### config.mk
export PLATFORM = sky130hd
export DESIGN_NAME = if_fetch_stage
export DESIGN_NICKNAME = d
export VERILOG_FILES = /design/src/rtl/if_fetch_stage.sv
export SDC_FILE = /design/constraint.sdc
export NUM_CORES = 1
export LEC_CHECK = 0
export ABC_AREA = 1
export CORE_MARGIN = 10
export CORE_UTILIZATION = 49
export DETAILED_ROUTE_END_ITERATION = 10
export PLACE_DENSITY = 0.83
export SLEW_MARGIN = 40
export SYNTH_ARGS = -nofsm -noshare
export SYNTH_HDL_FRONTEND = slang
export SYNTH_SLANG_ARGS = --single-unit
### constraint.sdc
create_clock -name clk -period 2.3 [get_ports clk]
set_clock_uncertainty 0.2 [all_clocks]
set_input_delay 0.23 -clock clk [delete_from_list [all_inputs] [get_ports clk]]
set_output_delay 0.23 -clock clk [all_outputs]
set_load 0.02 [all_outputs]
### src/rtl/if_fetch_stage.sv
// Instruction-fetch control: single-outstanding imem requests, IF/ID register, one-entry hold buffer.
// Optional IF_PERF_CNT_EN adds fetch/stall performance counters.
module if_fetch_stage #(
    parameter logic [31:0] RESET_VECTOR = 32'hBFC0_0000,
    parameter logic [31:0] NOP_INSTR    = 32'h0000_0000
) (
    input  logic        clk,
    input  logic        rst_n,
    input  logic [31:0] pc_i,
    output logic [31:0] npc_o,
    output logic        pc_ce_o,
    output logic        imem_req_o,
    output logic [31:0] imem_addr_o,
    input  logic        imem_gnt_i,
    input  logic        imem_rvalid_i,
    input  logic [31:0] imem_rdata_i,
    input  logic        id_stall_i,
    input  logic        flush_i,
    input  logic [31:0] redirect_pc_i,
    output logic        ifid_valid_o,
    output logic [31:0] ifid_pc_o,
    output logic [31:0] ifid_instr_o,
    output logic        ifid_adel_o
`ifdef IF_PERF_CNT_EN
    ,
    output logic [31:0] perf_fetch_o,
    output logic [31:0] perf_stall_o
`endif
);

    typedef enum logic [1:0] {
        ST_IDLE = 2'd0,
        ST_REQ  = 2'd1,
        ST_WAIT = 2'd2,
        ST_HOLD = 2'd3
    } state_t;

    state_t      state_r, state_s;
    logic        kill_r, kill_s;
    logic [31:0] req_pc_r, req_pc_s;
    logic [31:0] hold_pc_r, hold_instr_r;
    logic        ifid_valid_r, ifid_adel_r;
    logic [31:0] ifid_pc_r, ifid_instr_r;

    logic        aligned_s, free_s, req_s, ce_s;
    logic        load_s, load_adel_s, park_s;
    logic [31:0] load_pc_s, load_instr_s;

    assign aligned_s    = (pc_i[1:0] == 2'b00);
    assign free_s       = !ifid_valid_r || !id_stall_i;
    assign npc_o        = flush_i ? redirect_pc_i : (pc_i + 32'd4);
    assign imem_addr_o  = pc_i;
    assign imem_req_o   = req_s;
    assign pc_ce_o      = ce_s;
    assign ifid_valid_o = ifid_valid_r;
    assign ifid_pc_o    = ifid_pc_r;
    assign ifid_instr_o = ifid_instr_r;
    assign ifid_adel_o  = ifid_adel_r;

    // Next-state, request/enable generation and IF/ID load selection.
    always_comb begin
        state_s      = state_r;
        kill_s       = kill_r;
        req_pc_s     = req_pc_r;
        req_s        = 1'b0;
        ce_s         = flush_i;
        load_s       = 1'b0;
        load_pc_s    = ifid_pc_r;
        load_instr_s = NOP_INSTR;
        load_adel_s  = 1'b0;
        park_s       = 1'b0;
        case (state_r)
            ST_IDLE: begin
                state_s = ST_REQ;
            end
            ST_REQ: begin
                req_s = aligned_s;
                if (aligned_s) begin
                    if (imem_gnt_i) begin
                        // A flush here leaves the old-PC request in flight; kill its response.
                        ce_s     = 1'b1;
                        req_pc_s = pc_i;
                        kill_s   = flush_i;
                        state_s  = ST_WAIT;
                    end else begin
                        state_s = ST_REQ;
                    end
                end else if (!flush_i && free_s) begin
                    load_s      = 1'b1;
                    load_pc_s   = pc_i;
                    load_adel_s = 1'b1;
                end else begin
                    state_s = ST_REQ;
                end
            end
            ST_WAIT: begin
                if (imem_rvalid_i) begin
                    if (kill_r || flush_i) begin
                        kill_s  = 1'b0;
                        state_s = ST_REQ;
                    end else if (free_s) begin
                        load_s       = 1'b1;
                        load_pc_s    = req_pc_r;
                        load_instr_s = imem_rdata_i;
                        state_s      = ST_REQ;
                    end else begin
                        park_s  = 1'b1;
                        state_s = ST_HOLD;
                    end
                end else if (flush_i) begin
                    kill_s = 1'b1;
                end else begin
                    state_s = ST_WAIT;
                end
            end
            ST_HOLD: begin
                if (flush_i) begin
                    state_s = ST_REQ;
                end else if (free_s) begin
                    load_s       = 1'b1;
                    load_pc_s    = hold_pc_r;
                    load_instr_s = hold_instr_r;
                    state_s      = ST_REQ;
                end else begin
                    state_s = ST_HOLD;
                end
            end
            default: begin
                state_s = ST_IDLE;
            end
        endcase
        if (!rst_n) begin
            req_s = 1'b0;
            ce_s  = 1'b0;
        end else begin
            req_s = req_s;
        end
    end

    // FSM state, kill flag and captured request PC.
    always_ff @(posedge clk) begin
        if (!rst_n) begin
            state_r  <= ST_IDLE;
            kill_r   <= 1'b0;
            req_pc_r <= RESET_VECTOR;
        end else begin
            state_r  <= state_s;
            kill_r   <= kill_s;
            req_pc_r <= req_pc_s;
        end
    end

    // Hold buffer: parks a response while ID is stalled.
    always_ff @(posedge clk) begin
        if (!rst_n) begin
            hold_pc_r    <= RESET_VECTOR;
            hold_instr_r <= NOP_INSTR;
        end else if (flush_i) begin
            hold_pc_r    <= RESET_VECTOR;
            hold_instr_r <= NOP_INSTR;
        end else if (park_s) begin
            hold_pc_r    <= req_pc_r;
            hold_instr_r <= imem_rdata_i;
        end else begin
            hold_pc_r    <= hold_pc_r;
            hold_instr_r <= hold_instr_r;
        end
    end

    // IF/ID pipeline register; flush outranks any stall.
    always_ff @(posedge clk) begin
        if (!rst_n) begin
            ifid_valid_r <= 1'b0;
            ifid_pc_r    <= RESET_VECTOR;
            ifid_instr_r <= NOP_INSTR;
            ifid_adel_r  <= 1'b0;
        end else if (flush_i) begin
            ifid_valid_r <= 1'b0;
            ifid_instr_r <= NOP_INSTR;
            ifid_adel_r  <= 1'b0;
        end else if (load_s) begin
            ifid_valid_r <= 1'b1;
            ifid_pc_r    <= load_pc_s;
            ifid_instr_r <= load_instr_s;
            ifid_adel_r  <= load_adel_s;
        end else if (free_s) begin
            ifid_valid_r <= 1'b0;
            ifid_instr_r <= NOP_INSTR;
            ifid_adel_r  <= 1'b0;
        end else begin
            ifid_valid_r <= ifid_valid_r;
        end
    end

`ifdef IF_PERF_CNT_EN
    logic [31:0] perf_fetch_r, perf_stall_r;

    assign perf_fetch_o = perf_fetch_r;
    assign perf_stall_o = perf_stall_r;

    // Wrapping counters of IF/ID loads and stalled-valid cycles.
    always_ff @(posedge clk) begin
        if (!rst_n) begin
            perf_fetch_r <= 32'd0;
            perf_stall_r <= 32'd0;
        end else begin
            perf_fetch_r <= (load_s && !flush_i) ? (perf_fetch_r + 32'd1) : perf_fetch_r;
            perf_stall_r <= (ifid_valid_r && id_stall_i) ? (perf_stall_r + 32'd1) : perf_stall_r;
        end
    end
`endif

endmodule

=== After elaboration in Yosys (flattened, before gate mapping) ===
Cells that the tools add are included.

* Bits in registers: 165
* Input port bits: 102
* Output and inout port bits: 132
* Logic and storage cells: 94

* Add/sub/neg operators: 1
* Equality and inequality tests: 15
* Multiplexer cells: 51
* Bitwise operators: 2
* Reductions and logical operators: 16

{| class="wikitable"
|+ Operators by type and width
! cell !! count
|-
| two-way mux 32 bit || 13
|-
| case mux 32 bit (3 select lines) || 1
|-
| case mux 32 bit (2 select lines) || 1
|-
| adder 32 x 3 -> 32 bit (second input constant) || 1
|-
| two-way mux 1 bit || 25
|-
| two-way mux 2 bit || 8
|-
| != test 2 bit (second input constant) || 8
|-
| != test 3 bit (second input constant) || 4
|-
| AND reduction 9 bit || 1
|-
| case mux 2 bit (4 select lines) || 1
|-
| AND reduction 5 bit || 1
|-
| equality test 2 bit (second input constant) || 2
|-
| zero test 2 bit || 2
|-
| nonzero test 2 bit || 2
|-
| zero test 1 bit || 3
|-
| case mux 1 bit (3 select lines) || 1
|-
| AND reduction 3 bit || 1
|-
| nonzero test 3 bit || 1
|-
| equality test 2 x 1 -> 1 bit (second input constant) || 1
|-
| logical OR 1 bit || 2
|-
| inverter 1 bit || 2
|-
| case mux 1 bit (2 select lines) || 1
|-
| AND reduction 2 bit || 1
|-
| OR reduction 2 bit || 1
|-
| logical AND 1 bit || 1
|}

=== Longest topological paths before layout ===
* Word-level depth: 7
* Gate-level depth with buffers: 11

=== Worst setup path before layout ===
OpenSTA, ideal clock, no wires.

* Path type: in2out
* Start point: in pc_i[2]
* End point: out npc_o[10]
* Arrival time: 1,419 ps
* Required time: 1,870 ps
* Setup slack: 451 ps
* Stages: 6
* Cells stage by stage: ha_1 nand2_1 nor2_1 nand2_1 xor2_1 o21ai_0

* Longest elaborated chain between the ends: 2

{| class="wikitable"
|+ Ends and longest elaborated chain
! element !! RTL line !! RTL
|-
| from (decl) || 9 || <nowiki>input logic [31:0] pc_i,</nowiki>
|-
| adder 32 x 3 -> 32 bit || 51 || <nowiki>assign npc_o = flush_i ? redirect_pc_i : (pc_i + 32'd4);</nowiki>
|-
| two-way mux 32 bit || 51 ||
|-
| to (decl) || 10 || <nowiki>output logic [31:0] npc_o,</nowiki>
|}

No other way between the ends.

=== Worst setup path in the final report ===
* Start point: in flush_i
* End point: out npc_o[1]

* Longest elaborated chain between the ends: 1

{| class="wikitable"
|+ Ends and longest elaborated chain
! element !! RTL line !! RTL
|-
| from (decl) || 18 || <nowiki>input logic flush_i,</nowiki>
|-
| two-way mux 32 bit || 51 ||
|}

No other way between the ends.

==> impl_results.md <==
- Detailed router's first-iteration violation count: 787
- Port buffer count: 233
- Fin. max-slew vios: 0
- Commonest cells post-synth: nand2_1, nor2_1, dfxtp_1, inv_1, o21ai_0
- Post-synthesis sequential area ratio: 39.6%
- Slew HR: 69.9%
- Ys Warns: 0
- Leak Pwr: 5.27 nW
- Per-cell routed wire length: 16.2 um
- Req. time, crit path: 1.87 ns
- Final Hold Fails: 0
- Gate Count Post-Synth: 1273
- Post-layout net count: 1631
- Cell row count: 47
- Final period util: 96.0%
- GR Util met3: 6.72%
- Slowest Stage Delay on Critical Path: 0.63 ns
- GRT met2 Usage: 42.1%
- Number of CTS-inserted buffers: 17
- Seq cells post-synth: 165
- Share of layout cells above drive strength 1: 15.1%
- Ant. Diodes: 0
- Clk pin slew, worst setup/hold paths: 0.06 ns
- CP dominant cell by count: clkdlybuf4s50_1
- Ranking of synthesized cells by area: dfxtp_1, nand2_1, nor2_1
- HPWL after detailed placement: 20800 um
- Clock buffer depth: 2
- Die Width: 150 um
- CP endpoint kind: output port
- Antenna-violating nets left: 0
- Min Tclk post-route: 2.21 ns
- PnR worst setup slack: 0.0911 ns
- TritonRoute pass-1 iters: 6
- Async SR Flop Fraction: 0%
- Syn nets: 1376
- Cell area power density: 589 mW/mm^2
- Global route total overflow: 0
- Worst Path Class, Setup: input pin to output port
- GRT met1 Usage: 28.8%
- Number of vias in the routed layout: 9098
- Synth area leader: dfxtp_1
- Dominant synthesized flop cell: dfxtp_1
- Post-CTS setup buffer count: 0
- Achievable Freq: 453 MHz
- Status: complete, no violations
- Clk_lat worst skew: 0.42 ns
- Synth-to-layout area growth: 43.8%
- Synth Area per Inst: 6.55 um^2
- Finished Core Util: 72.0%
- Total global-route track usage: 24.8%
- Most frequent cell after synthesis: nand2_1
- Crit path max-delay cell type: clkdlybuf4s50_1
- Pre-CTS WS: -0.532 ns
- Final WL: 28600 um
- Initial antenna violation count: 0
- Critical path launch point type: input pin
- Vias in the first global route: 8962
- TritonCTS clock tree: built
- Pin count of the biggest net entering global routing: 45
- CORE AREA: 0.0166 mm^2
- Initial Util: 50.1%
- RSZ-0062 raised after global routing: no
- Crit-path max FO: 8
- Largest delay share family, worst path: buffers and inverters
- GRT busiest layer: met2
- Final Setup Violations: 0
- Slew @ Worst Pin: 0.451 ns
- Total Neg Setup Slack: 0 ns
- Vias per inst: 5.17
- Clock Sink Count: 165
- Hold_ws: 0.148 ns
- Worst Hold Class: input pin to flop
- Post-synth top area share: 39.6%
- Die height: 150 um
- Die area: 0.0226 mm^2
- Remaining DRCs: 0
- Worst endpoint data arrival time: 1.78 ns
- Htree depth: 4
- Max-cap viol count: 0
- Root Buffer: clkbuf_16
- Post-synth EDFFs: 0
- Critical path cell sequence: clkdlybuf4s50_1 -> buf_4 -> nand2_1 -> o21ai_0 -> clkdlybuf4s50_1
- Synth unique cells: 31
- Final RePlAce weighted congestion: 0.945
- Mapped Area: 0.00834 mm^2
- Worst VDD drop: 506 uV
- I/O pin cnt: 234
- Worst path buffer plus inverter count: 3
- Global-route wire length before repair: 45100 um
[tightest hold or removal path: cells and delay by family]
kind | cells | cell delay, ns
compound gates | 1 | 0.09
buf+inv | 2 | 0.35
simple gates | 1 | 0.07
[logic make-up (layout without fill, tap and decap cells)]
| kind of cell | Yosys count | after routing | share of synthesized area, % |
|---|---|---|---|
| and+or+nand+nor | 647 | 647 | 30.0 |
| AOI/OAI and AO/OA | 238 | 238 | 17.7 |
| buffers and inverters | 216 | 484 | 11.9 |
| DFF | 165 | 165 | 39.6 |
| xor gates and xnor gates | 6 | 6 | 0.630 |
| adders and majority gates | 1 | 1 | 0.150 |
[through the flow]
step,area [um^2],power (mW),cells
3_3_place_gp,11300,4.21,1728
3_5_place_dp,11300,4.22,1728
6_report,12000,7.06,1761
2_1_floorplan,8340,3.57,1273
5_1_grt,12000,7.30,1761
4_1_cts,11900,7.08,1761
[power by group]
part / internal, mW / leakage [nW] / total, mW / switching, mW
Clock: 1.71 / 0.301 / 2.91 / 1.20
Combinational: 0.542 / 3.63 / 1.18 / 0.642
Sequential: 2.92 / 1.34 / 2.96 / 0.0379
[layout by cell type (no fill, tap or decap), types with 19 or more instances in the layout]
cell / count
clkdlybuf4s50_1: 177
nand3_1: 38
o211ai_1: 29
a21oi_1: 65
nor2_2: 20
dfxtp_1: 165
nand2_1: 401
buf_4: 98
inv_1: 102
nor2_1: 168
o21ai_0: 100
a211oi_2: 19
[repair_timing]
item	CTS	global route
gates resized for setup	128	28
pin swaps	1	4
endpoints found under the setup margin	28	28
hold buffers	1	0
cloned	0	0
endpoints found under the hold margin	6	0
[flip-flops by register name (all words and copies together), names as in the netlist]
signal and count:
kill_r 1, hold_instr_r 32, state_r 2, ifid_instr_o 32, hold_pc_r 32, ifid_pc_o 32, ifid_adel_o 1, ifid_valid_o 1
req_pc_r 32
[path summary, 6_finish.rpt]
| kind | slack (ns) | cells past startpoint | from | to |
|---|---|---|---|---|
| worst min-delay path | 0.15 | 4 | pc_i[13] | req_pc_r[13] |
| worst min register to register | 0.25 | 2 | req_pc_r[0] | req_pc_r[0] |
| worst max register to register | 0.36 | 8 | state_r[1] | hold_pc_r[6] |
| worst max-delay path | 0.09 | 5 | flush_i | npc_o[1] |
[layer usage]
layer | vias to the layer above | share of wire (%)
met4 | 0 | 3.1
met3 | 65 | 8.6
li1 | 4526 | -
met1 | 4130 | 40
met2 | 377 | 48
met5 | - | 0
[layout make-up]
cell class,count,area [um^2]
clock inverter,11,138
inverter,111,417
tap,220,275
clock buffer,21,470
fill,1301,4650
sequential,165,3300
multi-input combinational,892,4160
timing repair buffer,341,3230
No activity file was read; power rests on OpenSTA's default activity.
